### src/rtl/uart_echo_engine_pkg.sv
// Shared types and the word transform for the UART echo engine.
// The transform works on a wide word; callers keep the low DATA_WIDTH bits (mod 2^DATA_WIDTH).
package uart_echo_pkg;

   localparam int XFORM_W = 64;

   typedef enum logic [1:0] {
      PASS = 2'd0,
      INC  = 2'd1,
      ADD  = 2'd2,
      INV  = 2'd3
   } mode_t;

   typedef enum logic [1:0] {
      IDLE      = 2'd0,
      SEND      = 2'd1,
      WAIT_BUSY = 2'd2,
      WAIT_IDLE = 2'd3
   } state_t;

   function automatic logic [XFORM_W-1:0] transform(input mode_t mode,
                                                    input logic [XFORM_W-1:0] data,
                                                    input logic [XFORM_W-1:0] addend);
      logic [XFORM_W-1:0] result;
      result = data;
      case (mode)
         PASS:    result = data;
         INC:     result = data + XFORM_W'(1);
         ADD:     result = data + addend;
         INV:     result = ~data;
         default: result = data;
      endcase
      return result;
   endfunction

endpackage

### src/rtl/uart_echo_engine_sync_fifo.sv
// Synchronous FIFO with extra-MSB pointers; a push on full is accepted when a pop happens in the same cycle.
module sync_fifo #(
   parameter int DATA_WIDTH = 8,
   parameter int DEPTH      = 16,
   localparam int AW        = $clog2(DEPTH)
) (
   input  logic                  clock,
   input  logic                  ireset,
   input  logic                  push,
   input  logic [DATA_WIDTH-1:0] push_data,
   input  logic                  pop,
   output logic [DATA_WIDTH-1:0] head,
   output logic                  full,
   output logic                  empty,
   output logic [AW:0]           level
);

   logic [DATA_WIDTH-1:0] mem [DEPTH];
   logic [AW:0]           wr_ptr;
   logic [AW:0]           rd_ptr;
   logic                  do_push;
   logic                  do_pop;

   assign empty   = (wr_ptr == rd_ptr);
   assign full    = (wr_ptr[AW] != rd_ptr[AW]) && (wr_ptr[AW-1:0] == rd_ptr[AW-1:0]);
   assign do_pop  = pop && !empty;
   assign do_push = push && (!full || do_pop);
   assign level   = wr_ptr - rd_ptr;
   assign head    = mem[rd_ptr[AW-1:0]];

   always_ff @(posedge clock or negedge ireset) begin
      if (!ireset) begin
         wr_ptr <= '0;
         rd_ptr <= '0;
      end else begin
         if (do_push) wr_ptr <= wr_ptr + 1'b1;
         if (do_pop)  rd_ptr <= rd_ptr + 1'b1;
      end
   end

   // Storage is not reset; on full with a pop, tail and head share an address and the read happens first.
   always_ff @(posedge clock) begin
      if (do_push) mem[wr_ptr[AW-1:0]] <= push_data;
   end

endmodule

### src/rtl/uart_echo_engine.sv
// Buffered echo engine: queues received words, transforms them at pop and replays them to the transmitter.
module uart_echo_engine
   import uart_echo_pkg::*;
#(
   parameter int DATA_WIDTH = 8,
   parameter int DEPTH      = 16,
   parameter int CNT_WIDTH  = 16,
   localparam int LW        = $clog2(DEPTH) + 1
) (
   input  logic                  clock,
   input  logic                  ireset,
   input  logic [DATA_WIDTH-1:0] rx_data,
   input  logic                  rx_valid,
   input  logic                  tx_idle,
   input  logic [1:0]            mode,
   input  logic [DATA_WIDTH-1:0] addend,
   input  logic                  clear_stats,
   output logic [DATA_WIDTH-1:0] tx_data,
   output logic                  tx_send,
   output logic [LW-1:0]         fifo_level,
   output logic                  overflow,
   output logic [CNT_WIDTH-1:0]  drop_count
);

   state_t                state;
   logic [DATA_WIDTH-1:0] fifo_head;
   logic                  fifo_full;
   logic                  fifo_empty;
   logic                  pop;
   logic                  drop;
   logic [XFORM_W-1:0]    xform_full;

   // Handshake: a word leaves on the one-cycle tx_send strobe; the transmitter then shows busy (tx_idle=0)
   // and returns to idle before the next word may be popped.
   assign pop  = (state == IDLE) && !fifo_empty && tx_idle;
   assign drop = rx_valid && fifo_full && !pop;

   assign xform_full = transform(mode_t'(mode), XFORM_W'(fifo_head), XFORM_W'(addend));

   generate
      if (DATA_WIDTH < XFORM_W) begin : g_trunc
         logic xform_unused_bits;
         assign xform_unused_bits = ^xform_full[XFORM_W-1:DATA_WIDTH];
      end
   endgenerate

   sync_fifo #(
      .DATA_WIDTH (DATA_WIDTH),
      .DEPTH      (DEPTH)
   ) u_fifo (
      .clock     (clock),
      .ireset    (ireset),
      .push      (rx_valid),
      .push_data (rx_data),
      .pop       (pop),
      .head      (fifo_head),
      .full      (fifo_full),
      .empty     (fifo_empty),
      .level     (fifo_level)
   );

   always_ff @(posedge clock or negedge ireset) begin
      if (!ireset) begin
         state   <= IDLE;
         tx_data <= '0;
         tx_send <= 1'b0;
      end else begin
         tx_send <= 1'b0;
         case (state)
            IDLE: begin
               if (pop) begin
                  tx_data <= xform_full[DATA_WIDTH-1:0];
                  tx_send <= 1'b1;
                  state   <= SEND;
               end
            end
            SEND:      state <= WAIT_BUSY;
            WAIT_BUSY: if (!tx_idle) state <= WAIT_IDLE;
            WAIT_IDLE: if (tx_idle)  state <= IDLE;
            default:   state <= IDLE;
         endcase
      end
   end

   // A drop in the same cycle as clear_stats wins, leaving a count of one.
   always_ff @(posedge clock or negedge ireset) begin
      if (!ireset) begin
         overflow   <= 1'b0;
         drop_count <= '0;
      end else if (drop) begin
         overflow <= 1'b1;
         if (clear_stats)
            drop_count <= CNT_WIDTH'(1);
         else if (drop_count != {CNT_WIDTH{1'b1}})
            drop_count <= drop_count + CNT_WIDTH'(1);
      end else if (clear_stats) begin
         overflow   <= 1'b0;
         drop_count <= '0;
      end
   end

endmodule
### config.mk
export PLATFORM = sky130hd
export DESIGN_NAME = uart_echo_engine
export DESIGN_NICKNAME = d
export VERILOG_FILES = /design/src/rtl/uart_echo_engine_pkg.sv /design/src/rtl/uart_echo_engine_sync_fifo.sv /design/src/rtl/uart_echo_engine.sv
export SDC_FILE = /design/constraint.sdc
export NUM_CORES = 1
export LEC_CHECK = 0
export CAP_MARGIN = 20
export CORE_MARGIN = 2
export CORE_UTILIZATION = 45
export DETAILED_ROUTE_END_ITERATION = 10
export PLACE_DENSITY_LB_ADDON = 0.3
export SLEW_MARGIN = 20
export SYNTH_ARGS = -nofsm -noshare
export SYNTH_HDL_FRONTEND = slang
export SYNTH_HIERARCHICAL = 1
export SYNTH_SLANG_ARGS = --single-unit
export TNS_END_PERCENT = 1
### constraint.sdc
create_clock -name clock -period 7 [get_ports clock]
set_clock_uncertainty 0.2 [all_clocks]
set_input_delay 1.75 -clock clock [delete_from_list [all_inputs] [get_ports clock]]
set_output_delay 1.75 -clock clock [all_outputs]
set_load 0.02 [all_outputs]
### Yosys cells after proc, flatten, opt, wreduce, memory -nomap -nowiden

Memory sizes are Yosys's and may differ from the RTL's.
Index checks and enable logic that the tools add are counted.

| storage, ports and cells | value |
|---|---|
| flip-flop bits (word level) | 38 |
| bits in writable memories | 128 |
| bits of input ports | 23 |
| output and inout port bits | 31 |
| logic and storage cells | 61 |
| memories kept | 1 |

| operators by class | value |
|---|---|
| add/sub/neg operators | 6 |
| equal/unequal tests | 13 |
| multiplexer cells | 15 |
| bitwise logic cells | 1 |
| reduce and logical (&&, ||, !) cells | 18 |

Memory list:

| name | depth | bits a word | rd ports | clocked after memory_dff | wr ports | RTL line | text |
|---|---|---|---|---|---|---|---|
| u_fifo.mem | 16 | 8 | 1 | 0 | 1 | uart_echo_engine_sync_fifo.sv:18 | `logic [DATA_WIDTH-1:0] mem [DEPTH];` |

Operators by type and width:

| operator | count |
|---|---|
| $mux 16 | 4 |
| $pmux 8 s4 | 1 |
| $add 16x1->16 const B | 1 |
| $ne 16x16->1 const B | 1 |
| $add 5x1->5 const B | 2 |
| $add 8x1->8 const B | 1 |
| $add 8x8->8 | 1 |
| $eq 2x2->1 const B | 4 |
| $not 8->8 | 1 |
| $pmux 2 s4 | 1 |
| $logic_and 1x1->1 | 7 |
| $mux 1 | 6 |
| $mux 2 | 3 |
| $ne 2x2->1 const B | 3 |
| $eq 5x5->1 | 1 |
| $sub 5x5->5 | 1 |
| $eq 2x1->1 const B | 2 |
| $eq 4x4->1 | 1 |
| $logic_not 2->1 | 2 |
| $reduce_and 2->1 | 2 |
| $reduce_bool 2->1 | 2 |
| $logic_not 1->1 | 3 |
| $reduce_and 3->1 | 1 |
| $logic_or 1x1->1 | 1 |
| $ne 1x1->1 | 1 |

### Longest topological paths before layout

| logic depth | value |
|---|---|
| depth in word-level cells | 9 |
| mapped depth | 14 |
| gate-level depth less buffers | 11 |

### Modules after synthesis

The synthesis kept the hierarchy.

Modules (own cells, without submodules):

| module | times used | cells an instance | area an instance (um^2) | sequential area each (um^2) |
|---|---|---|---|---|
| sync_fifo | 1 | 295 | 5754.3 | 4093.9 |
| uart_echo_engine | 1 | 224 | 2038.2 | 700.7 |

### Worst setup path before layout

OpenSTA, ideal clock, no wires.

| path | value |
|---|---|
| path type | register -> output |
| from | register u_fifo.rd_ptr[1] |
| to | output fifo_level[4] |
| arrival | 1.889 ns |
| data required time | 5.050 ns |
| slack | 3.161 ns |
| stages on the path, launching flop included | 8 |
| buffers on the path | 2 |
| path through | dfrtp_1 buf_2 buf_2 inv_1 fa_1 a21o_1 a21oi_1 xnor2_1 |

| between the ends | value |
|---|---|
| longest elaborated chain between the ends | 1 |

Ends and longest elaborated chain:

| element | RTL line | text |
|---|---|---|
| start: declaration | uart_echo_engine_sync_fifo.sv:20 | `logic [AW:0] rd_ptr;` |
| start signal: assignment | uart_echo_engine_sync_fifo.sv:37 | `if (do_pop) rd_ptr <= rd_ptr + 1'b1;` |
| $sub 5x5->5 | uart_echo_engine_sync_fifo.sv:28 | `assign level = wr_ptr - rd_ptr;` |
| end: declaration | uart_echo_engine.sv:20 | `output logic [LW-1:0] fifo_level,` |

No other way between the ends.

### Worst setup path in the final report

| path | value |
|---|---|
| from | register u_fifo.wr_ptr[0] |
| to | output fifo_level[4] |

| between the ends | value |
|---|---|
| longest elaborated chain between the ends | 1 |

Ends and longest elaborated chain:

| element | RTL line | text |
|---|---|---|
| start: declaration | uart_echo_engine_sync_fifo.sv:19 | `logic [AW:0] wr_ptr;` |
| start signal: assignment | uart_echo_engine_sync_fifo.sv:36 | `if (do_push) wr_ptr <= wr_ptr + 1'b1;` |
| $sub 5x5->5 | uart_echo_engine_sync_fifo.sv:28 |  |

No other way between the ends.

==> flow_summary_export.csv <==
group,metric,value,unit
outcome,outcome,"completed",
sta,slew_headroom,33.9,%
setup_path,cp_top_family,"buffers and inverters",
yosys,ys_warn_count,6,
yosys,synth_seq_area_share,61.5,%
clock_tree,root_buffer,"clkbuf_16",
sta,max_freq,211,MHz
yosys,synth_edf_count,128,
routing,via_per_inst,5.57,
placement,io_buffers,53,
setup_path,cp_max_fo,4,
sta,setup_tns,0,ns
sta,period_minus_slack,4.75,ns
final_layout,nets,621,
clock_tree,ctsHtreeMaxLevel,4,
yosys,syn-cell-area,7790,um2
yosys,synthFlopType,"edfxtp_1",
power,power.leakage,3.42,nW
placement,placed_area,8470,um2
floorplan,die_y,136,um
floorplan,ios,54,
sta,setup_viol,0,
clock_tree,post-cts-setup-buffers,0,
final_layout,areaGrowthSynthToFinish,16.5,%
global_route,gr-total-overflow,0,
setup_path,cp_data_arrival_time,2.80,ns
routing,drt_iter0_drc,237,
clock_tree,clk_pin_slew_worst_paths,0.07,ns
routing,first_pass_iters,4,
global_route,grt_max_degree,44,
sta,drv_slew,0,
clock_tree,holdBufCountCts,0,
yosys,ys_ff_latch,166,
setup_path,required,5.05,ns
clock_tree,clock_latency,0.44,ns
yosys,syn_inst,519,
yosys,synth_top_family_by_area,"multiplexers",
clock_tree,numCtsBuffers,17,
yosys,syn_nets,568,
sta,grt_setup_unrepaired,"false",
floorplan,die_width,136,um
global_route,grt_use_total,17.6,%
power,ir_worst_vdd,0.382,mV
setup_path,cp_common_cell,"inv_1",
setup_path,critPathCaptureType,"output port",
min_path,hold_class,"register to register",
job,maxCapViolCount,0,
yosys,yosysMostFrequentCell,"edfxtp_1",
yosys,synth_common_cells,"edfxtp_1 (128), dfrtp_1 (38), o21ai_0 (28)",
setup_path,crit_chain,"inv_1 -> ha_1 -> inv_1 -> fa_1 -> a21o_1 -> a21oi_1 -> xnor2_1 -> clkdlybuf4s50_1",
routing,ant_nets,0,
yosys,yosys.area.top_type_share,49.3,%
final_layout,fin_util,53.0,%
placement,dp_hpwl,10.5,mm
power,p_total,3.69,mW
yosys,synth-adder-area-share,4.37,%
yosys,syn_avg_cell_area,15.0,um2
floorplan,rows,48,
sta,hold_ws,0.280,ns
setup_path,start_kind,"register",
final_layout,postLayoutCellArea,9080,um2
routing,route.detailed.drc,0,
routing,via_count,4514,
floorplan,core_area,17100,um2
yosys,synthTopCellsByArea,"edfxtp_1 (49%), dfrtp_1 (12%), mux4_1 (7.1%), ha_1 (3.9%), mux2i_1 (3.5%)",
placement,gp_congestion,0.840,
yosys,synth.mux.area_fraction,11.7,%
setup_path,slowest_delay,0.64,ns
clock_tree,cts_tree,"built",
power,p_per_area,406,nW/um2
routing,wl_per_cell,18.7,um
setup_path,slowest_stage,"clkdlybuf4s50_1",
setup_path,path_buf_inv,3,
final_layout,antenna_cells,0,
final_layout,drive_above_1_share,9.40,%
sta,tightest_slew,0.981,ns
floorplan,die_area,18400,um2
global_route,grt_first_pass_wirelength,24.4,mm
sta,hold_viol,0,
clock_tree,clockBufferDepth,2,
clock_tree,ctsResizeCount,0,
final_layout,nFillCells,1370,
yosys,ys_types,61,
yosys,synth_xor_area_share,2.91,%
global_route,grt_antenna_before_repair,0,
routing,routed_wl,15.2,mm
yosys,synthSimpleGateAreaFrac,9.22,%
floorplan,start_util,45.5,%
yosys,yosysTopAreaCell,"edfxtp_1",
yosys,async_flop_share,22.9,%
setup_path,critPathKind,"register to output port",
clock_tree,clock-sinks,166,
global_route,grt_pass1_vias,4560,
yosys,synth-compound-area-share,7.37,%
sta,fin_crit_sh,67.8,%
==> final timing paths <==
kind / startpoint / to / slack (ns) / cells past startpoint
worst max-delay path: u_fifo/wr_ptr[0] / fifo_level[4] / 2.25 / 8
worst min-delay path: tx_data[0] / tx_data[0] / 0.28 / 2
worst max register to register: u_fifo/rd_ptr[0] / tx_data[6] / 2.90 / 11
worst min register to register: tx_data[0] / tx_data[0] / 0.28 / 2
max in group asynchronous: ireset / u_fifo/rd_ptr[0] / 4.76 / 1
min in group asynchronous: ireset / tx_data[0] / 1.23 / 1
==> power breakdown <==
part	switching, mW	internal (mW)	total (mW)
Clock	0.385	0.565	0.951
Combinational	0.825	0.630	1.45
Sequential	0.0812	1.20	1.28
==> tightest hold or removal path: stages, from the launching register on <==
cell	delay [ns]
dfrtp_1	0.34
nand2_1	0.04
o21ai_0	0.06
==> layout make-up <==
type                            instances  area (um2)  area share, %
Timing Repair Buffer                   56         548           6.04
Clock inverter                         14         174           1.92
Tap cell                              225         282           3.10
Multi-Input combinational cell        311        2770           30.5
Sequential cell                       166        4800           52.8
Inverter                               20        77.6          0.855
Clock buffer                           18         429           4.73
==> metal layers <==
metal  share of wire [%]  global-route usage [%]
met5                   0                       0
met4                 1.9                    6.54
met3                 4.8                    5.20
met2                  49                    28.8
met1                  44                    22.4
==> logic make-up after synthesis <==
| logic type | Yosys count |
|---|---|
| flops | 166 |
| compound gates | 91 |
| buf+inv | 42 |
| mux | 53 |
| simple gates | 116 |
| xor+xnor | 25 |
| fa+ha+maj | 26 |
==> per-stage QoR <==
| step | setup slack (ns) | cells |
|---|---|---|
| floorplan | 3.16 | 519 |
| global placement | 2.54 | 778 |
| detailed placement | 2.49 | 778 |
| CTS | 2.20 | 810 |
| global route | 2.11 | 810 |
| finish | 2.25 | 810 |
==> layout by cell type, fill, tap and decap left out, drive strengths merged, types with 3 or more instances in the layout <==
master,synthesis,routed
buf,14,4
edfxtp,128,128
o21ai,37,37
mux2i,27,27
nand2,18,18
nor2,21,21
mux4,24,24
a21o,4,4
and2,13,13
and3,20,20
ha,24,24
xnor2,10,10
inv,20,25
clkbuf,8,18
and4,3,3
nor3b,3,3
nand3,8,8
a211oi,4,4
a221oi,8,8
nor3,5,5
nand3b,4,4
dfrtp,38,38
xor2,15,15
nor2b,6,6
o211ai,5,5
nand2b,5,5
bufinv,0,3
a21oi,18,18
clkinv,0,4
clkdlybuf4s50,0,52
nand4,8,8
a31oi,4,4
==> sequential cells by signal, summed over array words and instances, names as in the netlist <==
signal and flops:
u_fifo/mem 128, drop_count 16, tx_data 8, u_fifo/rd_ptr 5
u_fifo/wr_ptr 5, state 2, overflow 1, tx_send 1
Power figures use the tool's default switching activity.
==> RTL change 1: new RTL, config.mk and constraints unchanged <==
Put a register stage on the output `fifo_level`, without a reset. The value now appears one clock later. The other outputs are not delayed to match.
--- a/src/rtl/uart_echo_engine.sv
+++ b/src/rtl/uart_echo_engine.sv
@@ -22,4 +22,6 @@
    output logic [CNT_WIDTH-1:0]  drop_count
 );
+
+   logic [LW-1:0] fifo_level_d;
 
    state_t                state;
@@ -57,5 +59,5 @@
       .full      (fifo_full),
       .empty     (fifo_empty),
-      .level     (fifo_level)
+      .level     (fifo_level_d)
    );
 
@@ -100,3 +102,7 @@
    end
 
+   always_ff @(posedge clock) begin
+      fifo_level <= fifo_level_d;
+   end
+
 endmodule
Check against the original RTL: not equivalent (Yosys sat finds a counterexample within 4 cycles, from zero or initial values and one cycle with ireset low).
==> RTL change 1 against the unedited design <==
Area after synthesis increased by 0.31%. Total power decreased by 4.7%. Via count grew 3.5%. Cell area shrank 0.72%. Wire length rose by 11%. Clock power fell by 11%. Hold slack better by 5.1 ps. Sequential cell count rose by 5. Setup slack better by 220 ps. First-iteration DRC count rose by 36%. Core utilization decreased by 0.38 points.
==> RTL change 1: results (changes against the unedited design) <==
WL/cell: 20.6 um (+10%)
Hold Crit Start: tx_data[1]
start point of the critical path: u_fifo/rd_ptr[1]
Final Wtd Congestion: 0.862 (+2.6%)
syn_nets: 573 (+0.88%)
r2r setup slk: 2470 ps (-430 ps)
fill count: 1410 (+2.9%)
GRT Util Overall: 19.1% (+1.5 points)
R2R depth: 8 (-3)
peak supply drop: 0.206 mV (-46%)
Min-Delay Path Depth: 2 (unchanged)
sequential cell area fraction in the yosys report: 62.6% (+1.1 points)
nets: 625 (+0.64%)
share of layout cells above drive strength 1: 7.31% (-2.1 points)
met2 wire len: 8.03 mm (+7.6%)
CP arrival: 4410 ps (+1610 ps)
most frequent cells after synthesis: edfxtp_1 (128), dfrtp_1 (38), o21ai_0 (29), mux2i_1 (26), ha_1 (24)
diode count: 0 (unchanged)
dpl hpwl: 11.6 mm (+11%)
drt initial violations: 323 (+36%)
Area contributors post-synth: edfxtp_1 (49%), dfrtp_1 (12%), mux4_1 (7.1%)
postcts setup bufs: 0 (unchanged)
Least-Margin Pin Slew: 1020 ps (+40.9 ps)
clock latency on the worst-skew pair: 420 ps (-20 ps)
met3 wire length: 1.19 mm (+62%)
Cell variety after synth: 59 (-3.3%)
WL met1: 7.28 mm (+9.2%)
first-pass GRT wire length: 25.4 mm (+4.4%)
Antenna Nets Post-Route: 0 (unchanged)
Leakage: 3.34 nW (-2.2%)
vias in the first global route: 4484 (-1.7%)
critical path fanouts, max: 21 (+17)
hold endpoint: tx_data[1]
Post-synth ARST share: 22.2% (-0.67 points)
ys flop type: edfxtp_1
post-place setup slack: 2110 ps (-385 ps)
status: finished clean
DR vias: 4671 (+3.5%)
[RTL change 1: cell count changes after synthesis, sizes merged, moves of 3 or more]
| cell | change |
|---|---|
| a31oi | -3 |
| and2 | -4 |
| dfxtp | +5 |
| nor3 | +3 |
| nand2 | +4 |
[RTL change 1: power by group]
| part | leakage, nW | switching [mW] | internal (mW) |
|---|---|---|---|
| clock | 0.253 | 0.363 | 0.485 |
| combinational | 1.40 | 0.719 | 0.563 |
| sequential | 1.69 | 0.133 | 1.25 |
| total | 3.34 | 1.22 | 2.30 |
[RTL change 1: per-stage QoR]
stage | instance area [um2] | hold slack, ps | cells
5_1_grt | 9010 | 319 | 813
3_3_place_gp | 8480 | 268 | 782
3_5_place_dp | 8480 | 275 | 782
2_1_floorplan | 7820 | 292 | 524
4_1_cts | 9010 | 289 | 813
6_report | 9010 | 285 | 813
[RTL change 1: final cells by class]
cell class	count	area share (%)
flip-flops and latches	171	54.3
multi-input cells	312	29.9
repair buffers	54	5.91
clock buffers	20	4.85
well taps	225	3.12
clock inverters	11	1.07
inverters	20	0.833
[RTL change 1: routing by layer]
layer / global-route usage (%) / vias to the layer above
li1: - / 2135
met1: 25.9 / 2320
met5: 0 / -
met3: 4.98 / 19
met4: 6.48 / 0
met2: 30.2 / 197
[RTL change 1: how the worst max path moves through the flow]
stage	slack, ps	end
finish	2470	u_fifo/mem[15][4]
global route	2140	u_fifo/mem[15][6]
CTS	2450	u_fifo/mem[15][4]
detailed placement	2110	u_fifo/mem[15][0]
global placement	2170	u_fifo/mem[15][6]
floorplan	3260	tx_data[6]
[RTL change 1: kinds of logic (layout without fill, tap and decap cells)]
family | Yosys count | after routing | synth area share [%]
AO/OA/AOI/OAI | 95 | 95 | 7.78
XOR/XNOR | 25 | 25 | 2.90
adder cells (fa/ha/maj) | 26 | 26 | 4.35
buffers and inverters | 41 | 105 | 2.91
flip-flops | 171 | 171 | 62.6
multiplexers | 51 | 51 | 11.4
AND/OR/NAND/NOR | 115 | 115 | 8.04
[RTL change 1: worst max-delay path, cell delays in order (launching register included)]
cell	delay [ps]
dfrtp_1	910
inv_1	210
ha_1	360
and4_1	210
and2_1	170
nand3b_1	430
inv_2	350
o31a_1	770
and3_1	550
==> RTL change 2: new RTL, config.mk and constraints unchanged <==
Without the edit above. The parameter `CNT_WIDTH` goes from 16 to 12.
--- a/src/rtl/uart_echo_engine.sv
+++ b/src/rtl/uart_echo_engine.sv
@@ -5,5 +5,5 @@
    parameter int DATA_WIDTH = 8,
    parameter int DEPTH      = 16,
-   parameter int CNT_WIDTH  = 16,
+   parameter int CNT_WIDTH  = 12,
    localparam int LW        = $clog2(DEPTH) + 1
 ) (
Ports: changed (resized drop_count); port bits go from 54 to 50. No check against the original RTL was run, so the function may have changed too.
==> RTL change 2 against the unedited design <==
Total power grew 1.4%. Hold slack gained 37 ps. Setup slack lost 420 ps. Area after synthesis shrank 2.2%. Wire length grew 5.6%. Sequential cell count shrank 4. Die area shrank 2.1%. Cell area shrank 2.0%. Critical endpoint unchanged.
==> RTL change 2: results (changes against the unedited design) <==
status: finished clean
Inst Count DP: 758 (-2.6%)
drt initial violations: 405 (+71%)
Area contributors post-synth: edfxtp_1 (50%), dfrtp_1 (11%), mux4_1 (7.2%)
Post-Place Cell Area: 8240 um2 (-2.8%)
Reg-to-Reg Start: u_fifo/rd_ptr[1]
Mean Syn Cell Area: 14.9 um2 (-0.67%)
post-place setup slack: 2200 ps (-297 ps)
Hold Crit Start: tx_data[4]
fill count: 1341 (-2.1%)
r2r setup slk: 2350 ps (-550 ps)
vias in the first global route: 4617 (+1.3%)
highest cell delay on the worst timing path: 950 ps (+310 ps)
nets: 606 (-2.4%)
dpl hpwl: 10.7 mm (+1.9%)
Final Wtd Congestion: 0.823 (-2.0%)
worst rel slew slack: 28.4% (-5.4 points)
hold slack: 317 ps (+37.4 ps)
final cell count without fillers: 790 (-2.5%)
R2R depth: 8 (-3)
WL/cell: 20.3 um (+8.2%)
worst r2r dst: u_fifo/mem[15][5]
CP arrival: 3220 ps (+420 ps)
first-pass GRT wire length: 25.4 mm (+4.4%)
most frequent cells after synthesis: edfxtp_1 (128), dfrtp_1 (34), mux2i_1 (25), ha_1 (24), o21ai_0 (24)
syn_nets: 560 (-1.4%)
Sequential Power Share: 35.0% (+0.2 points)
hold endpoint: tx_data[4]
power after layout: 3.74 mW (+1.4%)
DR vias: 4546 (+0.71%)
maximum number of pins on one net before global-route repair: 45 (+2.3%)
share of layout cells above drive strength 1: 9.12% (-0.28 points)
GRT Util Overall: 18.8% (+1.2 points)
==> RTL change 2: layout make-up <==
class	count	share of cell area (%)
multi-input combinational	305	30.2
clock buffer	17	4.78
clock inverter	15	2.59
timing repair buffer	51	5.68
tap	220	3.10
inverter	20	0.844
sequential	162	52.8
==> RTL change 2: worst max path at each step <==
stage                      from                 to  slack (ps)  cells after the start
2_1_floorplan  u_fifo/rd_ptr[1]      fifo_level[4]        3160                      7
3_3_place_gp   u_fifo/rd_ptr[0]      fifo_level[4]        2310                      8
3_5_place_dp            tx_idle  u_fifo/mem[15][5]        2200                      5
4_1_cts        u_fifo/rd_ptr[1]      fifo_level[4]        1760                      6
5_1_grt        u_fifo/rd_ptr[1]      fifo_level[4]        1630                      6
6_report       u_fifo/rd_ptr[1]      fifo_level[4]        1830                      6
==> RTL change 2: cells by family (layout without fill, tap and decap cells) <==
family                   count (synthesis)  count (layout)  synth area share, %
multiplexers                            55              55                 12.3
buffers and inverters                   44             103                 3.17
AND/OR/NAND/NOR                        120             120                 9.33
adder cells (fa/ha/maj)                 26              26                 4.47
XOR/XNOR                                14              14                 1.71
AO/OA/AOI/OAI                           90              90                 7.44
flip-flops                             162             162                 61.6
==> RTL change 2: worst max-delay path: cells and delay by family, from the launching register on <==
kind | cells | cell delay, ps
AO/OA/AOI/OAI | 2 | 360
XOR/XNOR | 1 | 140
adder cells (fa/ha/maj) | 1 | 490
buffers and inverters | 2 | 860
flip-flops | 1 | 950
==> RTL change 2: per-layer routing <==
layer	vias up	GRT usage, %	wire [um]	part of all wire (%)
li1	2093	-	-	-
met1	2277	26.0	7140	45
met2	150	29.6	7640	48
met3	26	4.01	866	5.4
met4	0	6.90	354	2.2
met5	-	0	0	0
